### config.mk
export PLATFORM = sky130hd
export DESIGN_NAME = fpu_issue_sequencer_flat
export DESIGN_NICKNAME = d
export VERILOG_FILES = /design/src/rtl/fpu_issue_sequencer_if.sv /design/src/rtl/fpu_issue_sequencer.sv /design/src/flat_wrapper.sv
export SDC_FILE = /design/constraint.sdc
export NUM_CORES = 1
export LEC_CHECK = 0
export BUFFER_PORTS_ARGS = -buffer_cell sky130_fd_sc_hd__buf_2
export CAP_MARGIN = 10
export CORE_ASPECT_RATIO = 2
export CORE_MARGIN = 3
export CORE_UTILIZATION = 38
export DETAILED_ROUTE_END_ITERATION = 8
export MAX_ROUTING_LAYER = met4
export PLACE_DENSITY_LB_ADDON = 0.3
export SYNTH_ARGS = -nofsm -noshare
export SYNTH_HDL_FRONTEND = slang
export SYNTH_SLANG_ARGS = --single-unit
### constraint.sdc
create_clock -name clk -period 3.93 [get_ports clk]
set_clock_uncertainty 0.05 [all_clocks]
set_input_delay 0.393 -clock clk [delete_from_list [all_inputs] [get_ports clk]]
set_output_delay 0.393 -clock clk [all_outputs]
set_load 0.01 [all_outputs]
### src/rtl/fpu_issue_sequencer_if.sv
// Bus bundle between a requester, the issue sequencer and the fixed-point unit.
// Handshake rule for both req and rsp channels: a transfer happens on a rising
// clk edge where valid && ready are both 1; valid may not depend on ready, and
// the payload must be stable while valid is high and ready is low.
interface fpu_issue_sequencer_if #(
  parameter int WIDTH = 32
) ();
  logic             req_valid;
  logic             req_ready;
  logic [WIDTH-1:0] req_op_a;
  logic [WIDTH-1:0] req_op_b;
  logic [1:0]       req_operation;
  logic [WIDTH-1:0] fpu_operand_1;
  logic [WIDTH-1:0] fpu_operand_2;
  logic [1:0]       fpu_operation;
  logic [WIDTH-1:0] fpu_result;
  logic             fpu_ready;
  logic             rsp_valid;
  logic             rsp_ready;
  logic [WIDTH-1:0] rsp_result;
  logic             rsp_error;

  // requester / environment side
  modport master (
    output req_valid, req_op_a, req_op_b, req_operation, fpu_result, fpu_ready, rsp_ready,
    input  req_ready, fpu_operand_1, fpu_operand_2, fpu_operation, rsp_valid, rsp_result, rsp_error
  );

  // sequencer side
  modport slave (
    input  req_valid, req_op_a, req_op_b, req_operation, fpu_result, fpu_ready, rsp_ready,
    output req_ready, fpu_operand_1, fpu_operand_2, fpu_operation, rsp_valid, rsp_result, rsp_error
  );
endinterface

### src/rtl/fpu_issue_sequencer.sv
// Issue sequencer for a fixed-point unit: accepts one request, holds the
// operands/operation for the unit, waits for its result and presents it as a
// response until the consumer takes it. One request outstanding at a time.
// Optional feature: define FPU_SEQ_TIMEOUT_EN to abort a WAIT after TIMEOUT
// cycles with rsp_error=1 and rsp_result=0.
`ifndef FPU_ADD
`define FPU_ADD  2'b00
`endif
`ifndef FPU_SUB
`define FPU_SUB  2'b01
`endif
`ifndef FPU_MUL
`define FPU_MUL  2'b10
`endif
`ifndef FPU_SQRT
`define FPU_SQRT 2'b11
`endif

module fpu_issue_sequencer #(
  parameter int WIDTH   = 32,
  parameter int TIMEOUT = 64
) (
  input  logic                 clk,
  input  logic                 reset,
  fpu_issue_sequencer_if.slave bus,
  output logic                 busy,
  output logic [1:0]           state_dbg
);

  typedef enum logic [1:0] {
    IDLE  = 2'd0,
    ISSUE = 2'd1,
    WAIT  = 2'd2,
    RESP  = 2'd3
  } state_t;

  // One spare bit so the counter can always represent TIMEOUT and at least 2.
  localparam int CNT_W = $clog2(TIMEOUT + 1) + 1;
  localparam logic [CNT_W-1:0] CNT_MAX = {CNT_W{1'b1}};

  state_t           state, state_nxt;
  logic [CNT_W-1:0] wait_cnt;
  logic [WIDTH-1:0] op_a_q, op_b_q, result_q;
  logic [1:0]       op_q;
  logic             error_q;
  logic             ready_ok;
  logic             timeout_hit;

  // A square root result is not trusted during its first two WAIT cycles.
  assign ready_ok = bus.fpu_ready &&
                    !((op_q == `FPU_SQRT) && (wait_cnt < CNT_W'(2)));

`ifdef FPU_SEQ_TIMEOUT_EN
  // The counter value after this cycle's increment would reach TIMEOUT.
  assign timeout_hit = (wait_cnt >= CNT_W'(TIMEOUT - 1));
`else
  assign timeout_hit = 1'b0;
`endif

  // State register; reset drops any outstanding request.
  always_ff @(posedge clk or posedge reset) begin
    if (reset) state <= IDLE;
    else       state <= state_nxt;
  end

  // Next-state decode.
  always_comb begin
    state_nxt = state;
    case (state)
      IDLE:    if (bus.req_valid) state_nxt = ISSUE;
      ISSUE:   state_nxt = WAIT;
      WAIT:    if (ready_ok || timeout_hit) state_nxt = RESP;
      RESP:    if (bus.rsp_ready) state_nxt = IDLE;
      default: state_nxt = IDLE;
    endcase
  end

  // Request capture, wait counter and response capture.
  always_ff @(posedge clk or posedge reset) begin
    if (reset) begin
      op_a_q   <= '0;
      op_b_q   <= '0;
      op_q     <= `FPU_ADD;
      wait_cnt <= '0;
      result_q <= '0;
      error_q  <= 1'b0;
    end else begin
      if (state == IDLE && bus.req_valid) begin
        op_a_q <= bus.req_op_a;
        op_b_q <= bus.req_op_b;
        op_q   <= bus.req_operation;
      end
      if (state == ISSUE) begin
        wait_cnt <= '0;
      end else if (state == WAIT) begin
        if (wait_cnt != CNT_MAX) wait_cnt <= wait_cnt + CNT_W'(1);
        if (ready_ok) begin
          result_q <= bus.fpu_result;
          error_q  <= 1'b0;
        end else if (timeout_hit) begin
          result_q <= '0;
          error_q  <= 1'b1;
        end
      end
    end
  end

  // The operation code falls back to ADD outside ISSUE/WAIT so a square root
  // is never retriggered by a lingering code.
  assign bus.fpu_operation = (state == ISSUE || state == WAIT) ? op_q : `FPU_ADD;
  assign bus.fpu_operand_1 = op_a_q;
  assign bus.fpu_operand_2 = op_b_q;
  assign bus.req_ready     = (state == IDLE) && !reset;
  assign bus.rsp_valid     = (state == RESP);
  assign bus.rsp_result    = result_q;
`ifdef FPU_SEQ_TIMEOUT_EN
  assign bus.rsp_error     = error_q;
`else
  assign bus.rsp_error     = 1'b0;
`endif
  assign busy              = (state != IDLE);
  assign state_dbg         = state;

endmodule

### src/flat_wrapper.sv
// flat-port wrapper written by rule: the top's interface ports become plain ports
module fpu_issue_sequencer_flat 
#(
  parameter int WIDTH   = 32,
  parameter int TIMEOUT = 64
)
  (clk, reset, busy, state_dbg, bus_req_valid, bus_req_op_a, bus_req_op_b, bus_req_operation, bus_fpu_result, bus_fpu_ready, bus_rsp_ready, bus_req_ready, bus_fpu_operand_1, bus_fpu_operand_2, bus_fpu_operation, bus_rsp_valid, bus_rsp_result, bus_rsp_error);
  fpu_issue_sequencer_if #(.WIDTH(WIDTH)) bus_i ();
  input  logic clk;
  input  logic reset;
  output logic busy;
  output logic [1:0] state_dbg;
  input wire logic [$bits(bus_i.req_valid)-1:0] bus_req_valid;
  input wire logic [$bits(bus_i.req_op_a)-1:0] bus_req_op_a;
  input wire logic [$bits(bus_i.req_op_b)-1:0] bus_req_op_b;
  input wire logic [$bits(bus_i.req_operation)-1:0] bus_req_operation;
  input wire logic [$bits(bus_i.fpu_result)-1:0] bus_fpu_result;
  input wire logic [$bits(bus_i.fpu_ready)-1:0] bus_fpu_ready;
  input wire logic [$bits(bus_i.rsp_ready)-1:0] bus_rsp_ready;
  output wire logic [$bits(bus_i.req_ready)-1:0] bus_req_ready;
  output wire logic [$bits(bus_i.fpu_operand_1)-1:0] bus_fpu_operand_1;
  output wire logic [$bits(bus_i.fpu_operand_2)-1:0] bus_fpu_operand_2;
  output wire logic [$bits(bus_i.fpu_operation)-1:0] bus_fpu_operation;
  output wire logic [$bits(bus_i.rsp_valid)-1:0] bus_rsp_valid;
  output wire logic [$bits(bus_i.rsp_result)-1:0] bus_rsp_result;
  output wire logic [$bits(bus_i.rsp_error)-1:0] bus_rsp_error;
  assign bus_i.req_valid = bus_req_valid;
  assign bus_i.req_op_a = bus_req_op_a;
  assign bus_i.req_op_b = bus_req_op_b;
  assign bus_i.req_operation = bus_req_operation;
  assign bus_i.fpu_result = bus_fpu_result;
  assign bus_i.fpu_ready = bus_fpu_ready;
  assign bus_i.rsp_ready = bus_rsp_ready;
  assign bus_req_ready = bus_i.req_ready;
  assign bus_fpu_operand_1 = bus_i.fpu_operand_1;
  assign bus_fpu_operand_2 = bus_i.fpu_operand_2;
  assign bus_fpu_operation = bus_i.fpu_operation;
  assign bus_rsp_valid = bus_i.rsp_valid;
  assign bus_rsp_result = bus_i.rsp_result;
  assign bus_rsp_error = bus_i.rsp_error;
  fpu_issue_sequencer #(.WIDTH(WIDTH), .TIMEOUT(TIMEOUT)) u_core (.clk(clk), .reset(reset), .bus(bus_i), .busy(busy), .state_dbg(state_dbg));
endmodule
==> metrics.csv <==
metric;value;unit
status;completed;
setup.worst_path.end_class;register;
clock_path_buffers;2;
gr-total-overflow;0;
port_buffers;205;
comb_power_share;43.0;%
worst_ep_arrival_time;2510;ps
postPlaceCellArea;5620;um^2
drt_iter0_drc;93;
drive_above_1_share;66.8;%
cts.repair.resized;0;
worst_pin_slew;763;ps
syn_to_final_growth;32.5;%
seq_area_frac_synth;60.6;%
hold_slack;231;ps
required;4090;ps
async_flop_share;100;%
synth_area;4460;um^2
fin_area;5910;um^2
finalHoldViolCount;0;
grt_pass1_vias;3144;
synth-main-ff-cell;dfrtp_1;
grt_pass1_wl;15900;um
multi_input_area;1650;um^2
vdd_drop_max;0.000385;V
period_minus_slack;2340;ps
cp_max_fo;46;
cts_buffers;9;
clk_pin_slew;80;ps
start_kind;register;
wirelength;10500;um
clock.fmax;427;MHz
viasPerCell;4.79;
fp.dieH;159;um
vias;3065;
die_w;82.6;um
relSlewSlack;49.0;%
rsz0062_at_grt;no;
tns;0;ps
drtAntennaViolNets;0;
power.leakage;0.00299;uW
cts_tree;done;
syn_inst;285;
worstSkewPairLatency;330;ps
start_util;39.1;%
final-max-slew-violation-count;0;
drc;0;
fillers;1019;
h-tree-depth;3;
ios;207;
clkPwrFrac;17.2;%
synth.distinct_cells;35;
ctsHoldBuffers;1;
syn-num-nets;395;
rows;55;
fin_crit_sh;59.6;%
dp_hpwl;8220;um
p_int;3270;uW
post-cts-setup-buffer-count;0;
place_congestion;0.810;
min_path_type;in2reg;
clock-sinks;108;
dr.pass1.iters;4;
fin_total_pwr;5000;uW
wl_per_cell;16.5;um
seqPwrFrac;39.8;%
cts_root_buffer;clkbuf_16;
antenna_found_initial;1;
yosysWarnings;0;
syn_avg_cell_area;15.7;um^2
switchingPower;1720;uW
seqCellArea;2700;um^2
nets;602;
crit_type;reg2reg;
core_area;11400;um^2
track_usage;16.4;%
ys_ff_latch;108;
power.density;845;nW/um^2
synth_edf_count;0;
die-area;13200;um^2
setup_viol;0;
p_sw_share;34.5;%
max_cap_violations;0;
grt_max_degree;47;
-- routing by layer --
layer	part of all wire [%]	global-route usage, %	vias up
met2	58	30.4	109
met3	4.9	2.27	20
li1	-	-	1416
met1	34	16.2	1520
met5	0	-	-
met4	3.0	7.14	0
-- state kept, by name (all words and copies together) (netlist names) --
| name | cells |
|---|---|
| u_core.state_dbg | 2 |
| u_core.op_q | 2 |
| u_core.wait_cnt | 8 |
| u_core.bus.rsp_result | 32 |
| u_core.bus.fpu_operand_2 | 32 |
| u_core.bus.fpu_operand_1 | 32 |
-- through the flow --
stage | worst slack, ps | cells | util (%)
after floorplan | 641 | 285 | -
after global placement | 1630 | 622 | 49.2
after detailed placement | 1540 | 622 | 49.2
after CTS | 1530 | 639 | 51.8
after global routing | 1380 | 640 | 51.8
final | 1590 | 640 | 51.8
-- final cells by class --
class,instances,area share (%)
flip-flops and latches,108,45.7
clock buffers,10,3.87
well taps,142,3.00
diodes,1,0.0423
inverters,7,0.487
repair buffers,210,18.0
clock inverters,6,0.952
multi-input cells,156,27.9
-- logic make-up (layout without fill, tap and decap cells) --
| family | after synthesis | count (layout) | share of synthesized area, % |
|---|---|---|---|
| other | 1 | 2 | 0.0840 |
| flip-flops | 108 | 108 | 60.6 |
| buffers and inverters | 21 | 233 | 2.49 |
| adder cells (fa/ha/maj) | 7 | 7 | 1.96 |
| multiplexers | 102 | 102 | 28.2 |
| AND/OR/NAND/NOR | 26 | 26 | 3.36 |
| AO/OA/AOI/OAI | 20 | 20 | 3.31 |
-- power by group through the flow --
| stage | combinational (uW) | clock [uW] | sequential [uW] |
|---|---|---|---|
| final | 2150 | 858 | 1990 |
| after global routing | 2340 | 935 | 2060 |
| after CTS | 2190 | 886 | 2000 |
| after detailed placement | 2190 | 0 | 2020 |
| after global placement | 2130 | 0 | 2000 |
| after floorplan | 1130 | 0 | 2220 |
-- Yosys cell counts, types with 3 or more instances --
library cell | number | area share [%]
buf_6 | 3 | 0.76
a21o_1 | 3 | 0.50
and3_1 | 3 | 0.42
nor2_1 | 4 | 0.34
mux2_4 | 30 | 10
and2_1 | 3 | 0.42
clkbuf_1 | 4 | 0.34
inv_1 | 7 | 0.59
ha_1 | 7 | 2.0
mux2_2 | 71 | 18
buf_2 | 5 | 0.56
a21oi_1 | 7 | 0.78
dfrtp_1 | 108 | 61
nand2_1 | 5 | 0.42
-- critical path, stage by stage, from the launching register on --
cell and delay [ps]:
dfrtp_1 420, inv_1 120, ha_1 240, nand2_2 400, buf_4 560, mux2_2 400
-- path summary, 6_finish.rpt --
| check | start | end | slack, ps | cells after the start |
|---|---|---|---|---|
| worst max-delay path | u_core.state_dbg[0] | u_core.bus.fpu_operand_1[3] | 1590 | 5 |
| worst min-delay path | bus_req_op_a[0] | u_core.bus.fpu_operand_1[0] | 230 | 2 |
| worst max register to register | u_core.state_dbg[0] | u_core.bus.fpu_operand_1[3] | 1590 | 5 |
| worst min register to register | u_core.bus.fpu_operand_1[0] | u_core.bus.fpu_operand_1[0] | 450 | 1 |
| max in group asynchronous | reset | u_core.bus.fpu_operand_2[5] | 2470 | 4 |
| min in group asynchronous | reset | u_core.wait_cnt[6] | 520 | 3 |
-- cells in the final DEF (no fill, tap or decap), types with 2 or more instances in the layout --
cell type,count
a21o_1,3
a21oi_1,7
a31oi_1,2
and2_1,3
and3_1,3
buf_2,205
buf_4,4
clkbuf_16,9
clkinv_4,2
dfrtp_1,108
ha_1,7
inv_1,6
inv_8,2
mux2_2,71
mux2_4,30
nand2_1,4
nand2_2,2
nand3_1,2
nand4_1,2
nor2_1,4
nor2b_1,2
No activity file was read; power rests on OpenSTA's default activity.
